### src/rtl/matmul_address_generator_pkg.sv
// rtl/matmul_address_generator_pkg.sv - shared types and width helpers for the matmul address engine
package matmul_address_generator_pkg;

   typedef enum logic [1:0] {
      ST_CLEAR = 2'd0,
      ST_ACCUM = 2'd1,
      ST_WRITE = 2'd2,
      ST_DONE  = 2'd3
   } state_t;

   localparam int LANES = 4;

   // Index width for a counter spanning 0..n-1, never narrower than one bit.
   function automatic int idx_bits(input int n);
      return (n > 1) ? $clog2(n) : 1;
   endfunction

   function automatic bit is_pow2(input int n);
      return (n > 0) && ((n & (n - 1)) == 0);
   endfunction

endpackage

### src/rtl/matmul_address_generator.sv
// rtl/matmul_address_generator.sv - 4-lane matrix-vector multiply sequencer and address engine
module matmul_address_generator
   import matmul_address_generator_pkg::*;
#(
   parameter int N                         = 16,
   parameter int W_BUFFER_ADDRESS_BITS     = 8,
   parameter int INPUT_BUFFER_ADDRESS_BITS = 4
) (
   input  logic                                 clk,
   input  logic                                 iRST_N,
   output logic [W_BUFFER_ADDRESS_BITS-1:0]     w_in_1_address,
   output logic [W_BUFFER_ADDRESS_BITS-1:0]     w_in_2_address,
   output logic [W_BUFFER_ADDRESS_BITS-1:0]     w_in_3_address,
   output logic [W_BUFFER_ADDRESS_BITS-1:0]     w_in_4_address,
   output logic [INPUT_BUFFER_ADDRESS_BITS-1:0] x_in_1_address,
   output logic [INPUT_BUFFER_ADDRESS_BITS-1:0] x_in_2_address,
   output logic [INPUT_BUFFER_ADDRESS_BITS-1:0] x_in_3_address,
   output logic [INPUT_BUFFER_ADDRESS_BITS-1:0] x_in_4_address,
   output logic [INPUT_BUFFER_ADDRESS_BITS-1:0] out_1_address,
   output logic [INPUT_BUFFER_ADDRESS_BITS-1:0] out_2_address,
   output logic [INPUT_BUFFER_ADDRESS_BITS-1:0] out_3_address,
   output logic [INPUT_BUFFER_ADDRESS_BITS-1:0] out_4_address,
   output logic                                 clear,
   output logic                                 valid,
   output logic                                 write
);

   localparam int WB     = W_BUFFER_ADDRESS_BITS;
   localparam int IB     = INPUT_BUFFER_ADDRESS_BITS;
   localparam int JB     = idx_bits(N);
   localparam int GROUPS = N / LANES;
   localparam int GB     = idx_bits(GROUPS);

   state_t          state, state_nxt;
   logic [GB-1:0]   g, g_nxt;
   logic [JB-1:0]   j, j_nxt;

   logic            clear_nxt, valid_nxt, write_nxt;
   logic [JB-1:0]   row_nxt [LANES];
   logic [WB-1:0]   w_nxt   [LANES];
   logic [WB-1:0]   w_q     [LANES];
   logic [IB-1:0]   out_q   [LANES];
   logic [IB-1:0]   x_q;

   always_ff @(posedge clk) begin
      if (!iRST_N) begin
         state <= ST_CLEAR;
         g     <= '0;
         j     <= '0;
      end else begin
         state <= state_nxt;
         g     <= g_nxt;
         j     <= j_nxt;
      end
   end

   always_comb begin
      state_nxt = state;
      g_nxt     = g;
      j_nxt     = j;
      case (state)
         ST_CLEAR: begin
            state_nxt = ST_ACCUM;
            j_nxt     = '0;
         end
         ST_ACCUM: begin
            if (j == JB'(N - 1)) state_nxt = ST_WRITE;
            else                 j_nxt     = j + 1'b1;
         end
         ST_WRITE: begin
            if (g < GB'(GROUPS - 1)) begin
               state_nxt = ST_CLEAR;
               g_nxt     = g + 1'b1;
               j_nxt     = '0;
            end else begin
               state_nxt = ST_DONE;
            end
         end
         default: state_nxt = ST_DONE;
      endcase
   end

   // Outputs are decoded from the next state and registered, so every port is a flop.
   always_comb begin
      clear_nxt = 1'b0;
      valid_nxt = 1'b0;
      write_nxt = 1'b0;
      case (state_nxt)
         ST_CLEAR: clear_nxt = 1'b1;
         ST_ACCUM: valid_nxt = 1'b1;
         ST_WRITE: write_nxt = 1'b1;
         default:  ;
      endcase
   end

   for (genvar k = 0; k < LANES; k++) begin : g_lane
      assign row_nxt[k] = JB'({g_nxt, 2'(k)});
      if (is_pow2(N)) begin : g_concat
         assign w_nxt[k] = WB'({row_nxt[k], j_nxt});
      end else begin : g_mult
         assign w_nxt[k] = WB'(int'(row_nxt[k]) * N + int'(j_nxt));
      end
   end

   always_ff @(posedge clk) begin
      if (!iRST_N) begin
         clear <= 1'b1;
         valid <= 1'b0;
         write <= 1'b0;
         x_q   <= '0;
         for (int k = 0; k < LANES; k++) begin
            w_q[k]   <= WB'(k * N);
            out_q[k] <= IB'(k);
         end
      end else begin
         clear <= clear_nxt;
         valid <= valid_nxt;
         write <= write_nxt;
         x_q   <= IB'(j_nxt);
         for (int k = 0; k < LANES; k++) begin
            w_q[k]   <= w_nxt[k];
            out_q[k] <= IB'(row_nxt[k]);
         end
      end
   end

   assign w_in_1_address = w_q[0];
   assign w_in_2_address = w_q[1];
   assign w_in_3_address = w_q[2];
   assign w_in_4_address = w_q[3];
   assign x_in_1_address = x_q;
   assign x_in_2_address = x_q;
   assign x_in_3_address = x_q;
   assign x_in_4_address = x_q;
   assign out_1_address  = out_q[0];
   assign out_2_address  = out_q[1];
   assign out_3_address  = out_q[2];
   assign out_4_address  = out_q[3];

endmodule

### config.mk
export PLATFORM = sky130hd
export DESIGN_NAME = matmul_address_generator
export DESIGN_NICKNAME = d
export VERILOG_FILES = /design/src/rtl/matmul_address_generator_pkg.sv /design/src/rtl/matmul_address_generator.sv
export SDC_FILE = /design/constraint.sdc
export NUM_CORES = 1
export LEC_CHECK = 0
export CORE_MARGIN = 1
export CORE_UTILIZATION = 37
export CTS_BUF_LIST = sky130_fd_sc_hd__clkbuf_2 sky130_fd_sc_hd__clkbuf_4 sky130_fd_sc_hd__clkbuf_8
export CTS_CLUSTER_DIAMETER = 120
export DETAILED_ROUTE_END_ITERATION = 7
export PLACE_DENSITY = 0.85
export SYNTH_ARGS = -nofsm -noshare
export SYNTH_HDL_FRONTEND = slang
export SYNTH_SLANG_ARGS = --single-unit
### constraint.sdc
create_clock -name clk -period 2.8 [get_ports clk]
set_input_delay 0.42 -clock clk [delete_from_list [all_inputs] [get_ports clk]]
set_output_delay 0.42 -clock clk [all_outputs]
set_load 0.005 [all_outputs]
==> reports/metrics.csv <==
metric;value;unit
outcome;finished clean;
max layer used;met4;
clock latency on the worst-skew pair;270;ps
setup TNS;0;ps
First-pass DRT Iterations;4;
worst clock skew;5.975;ps
reg2reg setup slack;1330;ps
GRT Total Usage;11.21;%
ANT cells;0;
CP required;2380;ps
simple-gate portion of the synthesized area;12.85;%
clock slew at reported path FFs;70;ps
CP arrival;1390;ps
Final Cycle Share;64.82;%
DR WL met3;79;um
Root Driver;clkbuf_4;
leading cell type in the layout, fill and taps excluded;clkdlybuf4s50_1;
Chip Height;50.93;um
compound-gate portion of the synthesized area;5.932;%
r2r startpoint;x_in_1_address[0]$_SDFFE_PN0P_;
post-route ant nets;0;
DR WL/cell;10.56;um
H-tree depth;1;
initial core utilization;39.66;%
Peak Freq;551.0;MHz
Static Leak;0.4246;nW
Hold Path Class;reg2reg;
M1 wire length;544;um
Slew Limit Fails;0;
CTS tree;built;
Yosys Warn Count;0;
largest family of logic cells by synthesized area;buffers and inverters;
clock sink count;11;
worst reg2reg path depth;4;
layout cell share with drive strength beyond 1;4.386;%
Buf/Inv on CP;1;
Hold Crit Depth;1;
IO Port Bufs;52;
first-pass GRT wire length;2.104;mm
Synth Area in Adders;2.825;%
Max stage delay cell, worst path;clkdlybuf4s50_1;
Final GP Congestion;0.6458;
maximum VDD drop;0.1833;mV
CTS resizes;0;
Power per Cell Area;289.2;nW/um2
Mapped Cells;103;
Inserted Clock Buffers;3;
DP Worst Slack;1217;ps
Die ar.;2594;um2
hpwl dp;1.191;mm
synth unique cells;26;
CP peak stage delay;580;ps
crit end category;output port;
fillers;204;
Residual DRC;0;
register area share after synthesis;24.86;%
Final WS setup;985.2;ps
sequential cell area;220.2;um2
clk buf depth;2;
Area Growth Syn to Fin;22.03;%
most frequent cells in the layout;52 x clkdlybuf4s50_1, 16 x conb_1, 11 x dfxtp_1;
Post-Syn Area;885.9;um2
Synth Area in XOR/XNOR;0.9887;%
DR iter-0 viols;3;
die width;50.93;um
multi-input logic area;270.3;um2
vias in the first global route;460;
Core Box Area;2233;um2
crit path time final;1815;ps
vias per cell;4.268;
FF-to-FF End;x_in_1_address[1]$_SDFFE_PN0P_;
CTS Hold Buffers Added;0;
Worst setup SP type;flip-flop;
Avg Inst Size Synth;8.600;um2
Vias;606;
hold path startpoint;x_in_1_address[0]$_SDFFE_PN0P_;
mux share of post-synthesis cell area;1.130;%
critical-path cell list;clkdlybuf4s50_1;
initial antenna violation count;0;
hold path endpoint;x_in_1_address[0]$_SDFFE_PN0P_;
RSZ-0062 raised after global routing;no;
delay-heaviest family, CP;buffers and inverters;
met2 wire length;832;um
wirelength, routed;1.500;mm
max-cap violation count;0;
# nets final;119;
Final Hold Fails;0;
Setup Crit Path Kind;reg2out;
postcts setup bufs;0;
Ports;69;
Yosys reg bits;11;
largest net degree at the start of global routing;14;
worst-path fanout max;13;
Final Core Density;48.40;%
Congestion Overflow GR;0;
Setup Viol. Count Final;0;
Rows;17;
[Yosys cell counts, drive strengths merged]
master / n / area (um2)
xor2: 1 / 8.760
and3b: 1 / 8.760
dfxtp: 11 / 220.2
ha: 2 / 25.02
a21oi: 2 / 10.01
nand4: 2 / 12.51
nor2b: 1 / 6.260
and2: 1 / 6.260
nor2: 3 / 11.26
a21o: 1 / 7.510
a311oi: 2 / 17.52
nand2b: 1 / 6.260
nand2: 1 / 3.750
o21ai: 1 / 5.000
conb: 2 / 7.510
buf: 59 / 440.4
nor3b: 2 / 26.28
o22ai: 1 / 6.260
inv: 2 / 7.510
mux2i: 1 / 10.01
nand3: 3 / 15.01
a31oi: 1 / 6.260
and4b: 1 / 10.01
and2b: 1 / 7.510
[worst register-to-register path: stages (launching register included)]
cell and delay (ps):
dfxtp_1 410, ha_1 290, a31oi_1 400, nand4_1 190
o21ai_0 110
[area by class of cell]
type / count / share of cell area (%)
clock buffers: 3 / 2.083
multi-input cells: 45 / 25.00
flip-flops and latches: 11 / 20.37
repair buffers: 52 / 48.15
clock inverters: 1 / 0.4630
well taps: 28 / 3.241
inverters: 2 / 0.6944
[logic make-up (layout without fill, tap and decap cells)]
family	count (synthesis)	after routing
buf+inv	61	58
simple gates	17	17
flops	11	11
compound gates	8	8
fa+ha+maj	2	2
other cells	2	16
xor+xnor	1	1
mux	1	1
[worst max-delay path by stage]
stage | start | to | slack (ps) | cells past startpoint
2_1_floorplan | x_in_1_address[0]$_SDFFE_PN0P_ | x_in_1_address[0]$_SDFFE_PN0P_ | 1570 | 4
3_3_place_gp | iRST_N | w_q[3][3]$_SDFFE_PN0P_ | 1310 | 3
3_5_place_dp | iRST_N | w_q[3][3]$_SDFFE_PN0P_ | 1220 | 3
4_1_cts | w_q[3][3]$_SDFFE_PN0P_ | x_in_4_address[3] | 970 | 1
5_1_grt | x_in_1_address[2]$_SDFFE_PN0P_ | x_in_3_address[2] | 910 | 1
6_report | w_q[3][3]$_SDFFE_PN0P_ | x_in_4_address[3] | 990 | 1
[per-layer routing]
layer / vias up / global-route usage (%)
li1: 287 / -
met1: 277 / 9.730
met2: 38 / 21.27
met3: 4 / 2.679
met4: 0 / 9.259
met5: - / 0
[through the flow]
stage | power [mW] | cells | hold WS [ps] | instance area, um2
2_1_floorplan | 0.2108 | 117 | 499.9 | 938.4
3_3_place_gp | 0.2071 | 138 | 555.8 | 1054
3_5_place_dp | 0.2094 | 138 | 577.0 | 1054
4_1_cts | 0.3157 | 142 | 586.8 | 1081
5_1_grt | 0.3299 | 142 | 626.6 | 1081
6_report | 0.3126 | 142 | 587.1 | 1081
[registers in the layout (all words and copies together), names as in the netlist]
| register | flops |
|---|---|
| out_q | 1 |
| valid | 1 |
| clear | 1 |
| w_q | 2 |
| state | 2 |
| x_in_1_address | 3 |
| write | 1 |
[where the power goes]
part	total [mW]	switching (mW)	internal [mW]
clock network	0.106	0.0534	0.0528
logic	0.0406	0.0167	0.0240
registers	0.166	0.00582	0.160
No activity file was read; power rests on OpenSTA's default activity.
